`src/rtl/mm_cmd_sequencer.sv`:
```
// Command front-end for the mm accelerator controller: queues matmul commands, launches them
// one at a time over a level start/valid handshake and returns one in-order completion record each.
module mm_cmd_sequencer #(
    parameter int ADDR_WIDTH = 16,
    parameter int ID_WIDTH   = 4,
    parameter int DEPTH      = 4
) (
    input  logic                  clk_i,
    input  logic                  rst_i,
    input  logic                  cmd_valid_i,
    output logic                  cmd_ready_o,
    input  logic [ADDR_WIDTH-1:0] cmd_m_i,
    input  logic [ADDR_WIDTH-1:0] cmd_k_i,
    input  logic [ADDR_WIDTH-1:0] cmd_n_i,
    input  logic [ADDR_WIDTH-1:0] cmd_base_a_i,
    input  logic [ADDR_WIDTH-1:0] cmd_base_b_i,
    input  logic [ADDR_WIDTH-1:0] cmd_base_p_i,
    input  logic [ID_WIDTH-1:0]   cmd_id_i,
    output logic                  start_o,
    output logic [ADDR_WIDTH-1:0] m_o,
    output logic [ADDR_WIDTH-1:0] k_o,
    output logic [ADDR_WIDTH-1:0] n_o,
    output logic [ADDR_WIDTH-1:0] base_addra_o,
    output logic [ADDR_WIDTH-1:0] base_addrb_o,
    output logic [ADDR_WIDTH-1:0] base_addrp_o,
    input  logic                  ctrl_valid_i,
    output logic                  done_valid_o,
    input  logic                  done_ready_i,
    output logic [ID_WIDTH-1:0]   done_id_o,
    output logic                  done_err_o,
    output logic [31:0]           done_cycles_o,
    output logic                  busy_o
);

    localparam int PTR_W   = $clog2(DEPTH);
    localparam int ENTRY_W = 6 * ADDR_WIDTH + ID_WIDTH;
    localparam logic [PTR_W:0] FULL_COUNT = (PTR_W + 1)'(DEPTH);

    localparam logic [1:0] IDLE    = 2'd0;
    localparam logic [1:0] LAUNCH  = 2'd1;
    localparam logic [1:0] RELEASE = 2'd2;
    localparam logic [1:0] REPORT  = 2'd3;

    logic [1:0]            state;
    logic [ENTRY_W-1:0]    fifo_mem [DEPTH];
    logic [PTR_W-1:0]      wr_ptr;
    logic [PTR_W-1:0]      rd_ptr;
    logic [PTR_W:0]        count;
    logic                  push;
    logic                  pop;
    logic [ENTRY_W-1:0]    wr_entry;
    logic [ENTRY_W-1:0]    head;
    logic [ADDR_WIDTH-1:0] head_m;
    logic [ADDR_WIDTH-1:0] head_k;
    logic [ADDR_WIDTH-1:0] head_n;
    logic [ADDR_WIDTH-1:0] head_a;
    logic [ADDR_WIDTH-1:0] head_b;
    logic [ADDR_WIDTH-1:0] head_p;
    logic [ID_WIDTH-1:0]   head_id;
    logic                  head_zero;
    logic [ID_WIDTH-1:0]   act_id;
    logic [31:0]           cycle_cnt;

    assign cmd_ready_o = (count != FULL_COUNT);
    assign push        = cmd_valid_i && cmd_ready_o;
    assign pop         = (state == IDLE) && (count != '0);

    assign wr_entry = {cmd_m_i, cmd_k_i, cmd_n_i, cmd_base_a_i, cmd_base_b_i, cmd_base_p_i, cmd_id_i};
    assign head     = fifo_mem[rd_ptr];
    assign {head_m, head_k, head_n, head_a, head_b, head_p, head_id} = head;
    assign head_zero = (head_m == '0) || (head_k == '0) || (head_n == '0);

    // Storage needs no reset: nothing reads an entry before it has been written.
    always_ff @(posedge clk_i) begin
        if (push) begin
            fifo_mem[wr_ptr] <= wr_entry;
        end
    end

    always_ff @(posedge clk_i or posedge rst_i) begin
        if (rst_i) begin
            wr_ptr <= '0;
            rd_ptr <= '0;
            count  <= '0;
        end else begin
            if (push) begin
                wr_ptr <= wr_ptr + 1'b1;
            end
            if (pop) begin
                rd_ptr <= rd_ptr + 1'b1;
            end
            case ({push, pop})
                2'b10:   count <= count + 1'b1;
                2'b01:   count <= count - 1'b1;
                default: count <= count;
            endcase
        end
    end

    // Active registers are loaded only at the pop edge, so the controller sees stable
    // parameters from launch until the completion record has been accepted.
    always_ff @(posedge clk_i or posedge rst_i) begin
        if (rst_i) begin
            state         <= IDLE;
            m_o           <= '0;
            k_o           <= '0;
            n_o           <= '0;
            base_addra_o  <= '0;
            base_addrb_o  <= '0;
            base_addrp_o  <= '0;
            act_id        <= '0;
            cycle_cnt     <= '0;
            done_cycles_o <= '0;
            done_err_o    <= 1'b0;
        end else begin
            case (state)
                IDLE: begin
                    if (pop) begin
                        m_o           <= head_m;
                        k_o           <= head_k;
                        n_o           <= head_n;
                        base_addra_o  <= head_a;
                        base_addrb_o  <= head_b;
                        base_addrp_o  <= head_p;
                        act_id        <= head_id;
                        cycle_cnt     <= '0;
                        done_cycles_o <= '0;
                        done_err_o    <= head_zero;
                        state         <= head_zero ? REPORT : LAUNCH;
                    end
                end
                LAUNCH: begin
                    if (ctrl_valid_i) begin
                        done_cycles_o <= cycle_cnt;
                        state         <= RELEASE;
                    end else if (cycle_cnt != 32'hFFFF_FFFF) begin
                        cycle_cnt <= cycle_cnt + 32'd1;
                    end
                end
                RELEASE: begin
                    if (!ctrl_valid_i) begin
                        state <= REPORT;
                    end
                end
                REPORT: begin
                    if (done_ready_i) begin
                        state <= IDLE;
                    end
                end
                default: state <= IDLE;
            endcase
        end
    end

    assign start_o      = (state == LAUNCH);
    assign done_valid_o = (state == REPORT);
    assign done_id_o    = act_id;
    assign busy_o       = (state != IDLE) || (count != '0);

endmodule

```
`config.mk`:
```
export PLATFORM = sky130hd
export DESIGN_NAME = mm_cmd_sequencer
export DESIGN_NICKNAME = d
export VERILOG_FILES = /design/src/rtl/mm_cmd_sequencer.sv
export SDC_FILE = /design/constraint.sdc
export NUM_CORES = 1
export LEC_CHECK = 0
export BUFFER_PORTS_ARGS = -buffer_cell sky130_fd_sc_hd__buf_2
export CAP_MARGIN = 20
export CORE_MARGIN = 5
export CORE_UTILIZATION = 58
export DETAILED_ROUTE_END_ITERATION = 6
export PLACE_DENSITY = 0.79
export SLEW_MARGIN = 0
export SYNTH_ARGS = -nofsm -noshare
export SYNTH_HDL_FRONTEND = slang
export SYNTH_SLANG_ARGS = --single-unit
```
`constraint.sdc`:
```
create_clock -name clk_i -period 6.9 [get_ports clk_i]
set_input_delay 1.38 -clock clk_i [delete_from_list [all_inputs] [get_ports clk_i]]
set_output_delay 1.38 -clock clk_i [all_outputs]
set_load 0.01 [all_outputs]
```
* Yosys cells after proc, flatten, opt, wreduce, memory -nomap -nowiden
Memory sizes are Yosys's and may differ from the RTL's. Index checks and enable logic that the tools add are counted.
Storage, ports and cells: register bits 174, bits in latches 0, bits in writable memories 400, memory bits (read-only) 0, bits of input ports 105, output and inout bits 137, word-level logic and storage cells 65, memories kept 1
Memory list:
- fifo_mem | depth 4, bits a word 100, rd ports 1, clocked after memory_dff 0, wr ports 1, line 45 | logic [ENTRY_W-1:0] fifo_mem [DEPTH];
Operators by class: add/subtract/negate cells 5, multiply operators 0, div/mod/pow operators 0, $lt $le $gt $ge 0, equal/unequal tests 13, shift-type cells 0, muxes and demuxes 15, bitwise operators 0, reductions and logical operators 17
Operator list (number):
- $mux 32 | 4
- $pmux 32 s2 | 2
- $logic_not 16->1 | 3
- $add 32x1->32 const B | 1
- $ne 32x32->1 const B | 1
- $mux 2 | 5
- $pmux 2 s4 | 1
- $reduce_and 4->1 | 2
- $eq 2x2->1 const B | 3
- $ne 2x1->1 const B | 3
- $ne 2x2->1 const B | 3
- $pmux 3 s2 | 1
- $reduce_bool 2->1 | 3
- $add 2x1->2 const B | 2
- $eq 2x1->1 const B | 2
- $add 3x1->3 const B | 1
- $logic_or 1x1->1 | 3
- $ne 3x3->1 const B | 1
- $reduce_and 3->1 | 1
- $reduce_bool 3->1 | 1
- $sub 3x1->3 const B | 1
- $logic_and 1x1->1 | 2
- $logic_not 2->1 | 1
- $mux 1 | 2
- $reduce_and 2->1 | 1

* Logic depth before layout (Yosys ltp)
An unclocked memory read counts as a cell.
depth after elaboration 7, mapped depth 11, mapped depth without buffers 10

* Worst setup path after synthesis
OpenSTA, ideal clock, no wires.
path type in2reg, start point input port cmd_valid_i, end point memory fifo_mem[0][0] (netlist name) (enable), library setup time 0.471 ns, arrival time 3.733 ns, data required time 6.429 ns, slack 2.696 ns, stages 1, buffers on the path 0, path through and3_1
On the way: cells in the longest elaborated chain, start to end 3
Ends and longest elaborated chain:
- start, declared | line 10 | input logic cmd_valid_i,
- $logic_and 1x1->1 | line 65 | assign push = cmd_valid_i && cmd_ready_o;
- $mux 1 | line 75 | if (push) begin
- $mux 1 (implied by the code) | line 76 | fifo_mem[wr_ptr] <= wr_entry;
- end, declared | line 45
No other way between the ends.

* Worst setup path after layout
start point register state[1], end point output port busy_o
On the way: cells in the longest elaborated chain, start to end 2
Ends and longest elaborated chain:
- start, declared | line 44 | logic [1:0] state;
- start signal, assigned | line 129 | state <= head_zero ? REPORT : LAUNCH;
- $reduce_bool 2->1 | line 158 | assign busy_o = (state != IDLE) || (count != '0);
- $logic_or 1x1->1 | line 158
- end, declared | line 32 | output logic busy_o
No other way between the ends.

==> qor.csv <==
metric;value;unit
gpl congestion;0.788;
XOR/XNOR share of the synthesized area;0.320;%
first-pass GRT wire length;74800;um
hold path start;done_cycles_o[12];
Area Overhead vs Synth;16.4;%
Worst Tran Pin Value;1.08;ns
Resized cells post-CTS;0;
outcome;complete, no violations;
RSZ-0062 raised after global routing;no;
register area share after synthesis;74.8;%
die area;0.0417;mm^2
final setup fails;0;
Slowest cell on crit path;or4b_1;
Residual DRC;0;
Peak Freq;280;MHz
CP endpoint kind;primary output;
DR iter-0 viols;1071;
ys async rst share;30.3;%
Reg2Reg Depth;6;
number of synthesized register bits;574;
top_reg_cell synth;edfxtp_1;
Die Y;204;um
crit path from;state[1];
initial antenna violation count;17;
Core Region;0.0375;mm^2
Worst R2R Start;rd_ptr[1];
YS warnings;0;
area share of the largest cell type after synthesis;54.9;%
Min Hold Slack;0.469;ns
largest family of logic cells by synthesized area;multiplexers;
drt wl/cell;22.2;um
Post-Synthesis Cells;1364;
P_leak;0.00995;uW
vias;12500;
most common cell after layout, fill and taps aside;edfxtp_1;
number of buffers and inverters on the critical path;2;
post-synth cell types;46;
Row Count;71;
Pwr Density;431;mW/mm^2
CP Class;reg -> out;
CTS tree;yes;
CP Depth;4;
# hold bufs at CTS;0;
CP Launch Type;flip-flop;
CP Cell Sequence;inv_1 -> ha_1 -> or4b_1 -> buf_2;
total gr overflow;0;
CP required;5.52;ns
Post-Synth Adder-Cell Area;0.720;%
CTS max path bufs;3;
peak supply drop;0.379;mV
Via density;5.75;
vias in the first global route;12800;
post-synthesis mux area share;10.4;%
antenna-violating nets left;0;
Port-buffer cells;241;
Compound-Gate Fraction of Synth Area;2.63;%
reg-to-reg slack, setup;3.50;ns
mean post-synth cell area;16.0;um^2
DRT Wirelength;48200;um
final worst clock skew;0.0130;ns
synthesized area;0.0219;mm^2
Ports;242;
CP max FO;4;
post-DP HPWL;29300;um
total clock sinks;574;
Post-synth EDFFs;400;
worst hold endpoint;done_cycles_o[12];
Crit path largest cell delay;0.57;ns
chip width;204;um
syn nets;1481;
most frequent cells in the layout;edfxtp_1, nand2_1, buf_2;
fill count;2513;
Synth Area in Simple Gates;9.54;%
setup TNS;0;ns
clk slew on worst S/H paths;0.07;ns
worst hold stages;2;
Final Hold Vio Count;0;
max_slew headroom;28.2;%
worst r2r dst;state[1];
Detailed Routing Iterations Pass 1;5;
top cells by area, synth;edfxtp_1, dfrtp_1, mux4_2;
# nets final;1729;
All-Layer GR Usage;23.5;%
layout cells sized above 1;28.0;%
CP arrival;2.19;ns
Max Slew Vio Count;0;
Skew-Pair Late Insertion Delay;0.60;ns
min Tclk post-route;3.57;ns
largest area contributor in the netlist;edfxtp_1;
postcts setup bufs;0;
Initial Util;58.4;%
H-tree Lvls;2;
critical path's top delay family;simple AND/OR/NAND/NOR gates;
Hold Path Class;reg -> reg;
clock root buffer master;clkbuf_16;
fin crit share;51.7;%
max cap viols;0;
CTS Buf Count;53;
largest net degree at the start of global routing;100;
==> final cells by class <==
cell class	instances	area [um^2]	area share, %
antenna	8	20.0	0.0786
clock buffer	66	1460	5.71
clock inverter	33	375	1.47
inverter	19	81.3	0.319
multi-input combinational	709	5200	20.4
sequential	574	16400	64.3
tap	511	639	2.51
timing repair buffer	255	1330	5.23
==> synthesized netlist by cell type (2+ instances only) <==
cell type / instances
nor2_1: 9
nor3_1: 7
nand2_1: 381
or4_4: 2
nor4_1: 15
clkbuf_1: 40
ha_1: 11
buf_2: 9
mux2i_1: 3
buf_6: 3
buf_1: 9
mux4_2: 100
o21ai_0: 44
or4_1: 9
nand3_1: 17
o41ai_1: 2
o311ai_0: 2
edfxtp_1: 400
nand4_1: 10
xnor2_1: 4
or3_1: 18
xor2_1: 4
inv_1: 18
dfrtp_1: 174
a21oi_1: 25
o21ai_1: 9
and3_1: 8
and2_1: 2
nand2b_1: 6
o31ai_1: 7
==> power breakdown <==
| part | switching [uW] | leakage (uW) | internal, uW |
|---|---|---|---|
| clock | 1260 | 0.000910 | 1760 |
| combinational | 1820 | 0.00312 | 1190 |
| sequential | 403 | 0.00592 | 4560 |
| total | 3480 | 0.00995 | 7510 |
==> worst max path at each step <==
stage                      endpoint
floorplan           base_addra_o[0]
global placement           state[1]
detailed placement         state[1]
CTS                        state[1]
global route                 busy_o
finish                       busy_o
==> flip-flops by register name, indices dropped and copies added, names as in the netlist <==
register       flops
fifo_mem         400
state              2
base_addrb_o      16
base_addra_o      16
done_id_o          4
k_o               16
cycle_cnt         32
rd_ptr             2
base_addrp_o      16
n_o               16
count              3
m_o               16
done_cycles_o     32
wr_ptr             2
done_err_o         1
==> kinds of logic (layout without fill, tap and decap cells) <==
kind of cell | after synthesis | after routing
compound gates | 97 | 97
other cells | 0 | 8
fa+ha+maj | 12 | 12
mux | 103 | 103
xor+xnor | 8 | 8
simple gates | 489 | 489
flops | 574 | 574
buf+inv | 81 | 373
==> layer usage <==
layer  wire (um)  vias to the layer above  part of all wire [%]  global-route usage (%)
li1            -                     5577                     -                       -
met1       18800                     6338                    39                    32.2
met2       24000                      490                    50                    37.9
met3        4110                       92                   8.5                    6.11
met4        1220                       18                   2.5                    7.51
met5         103                        -                  0.21                       0
==> worst register-to-register path, cell delays in order (launching register included) <==
cell,delay [ns]
dfrtp_4,1.15
buf_4,0.59
mux4_2,0.43
nor4_1,0.52
nand4_1,0.19
and3_1,0.22
a221oi_2,0.22
==> through the flow <==
| step | worst slack, ns | utilization (%) | cells | instance area (um^2) | power, uW |
|---|---|---|---|---|---|
| 2_1_floorplan | 0.803 | - | 1364 | 21900 | 7010 |
| 3_3_place_gp | 3.37 | 62.9 | 2067 | 23600 | 7900 |
| 3_5_place_dp | 3.33 | 62.9 | 2067 | 23600 | 8020 |
| 4_1_cts | 3.28 | 67.8 | 2166 | 25400 | 11100 |
| 5_1_grt | 3.24 | 67.9 | 2172 | 25500 | 11600 |
| 6_report | 3.33 | 68.0 | 2175 | 25500 | 11000 |
(Power assumes the default switching activity.)
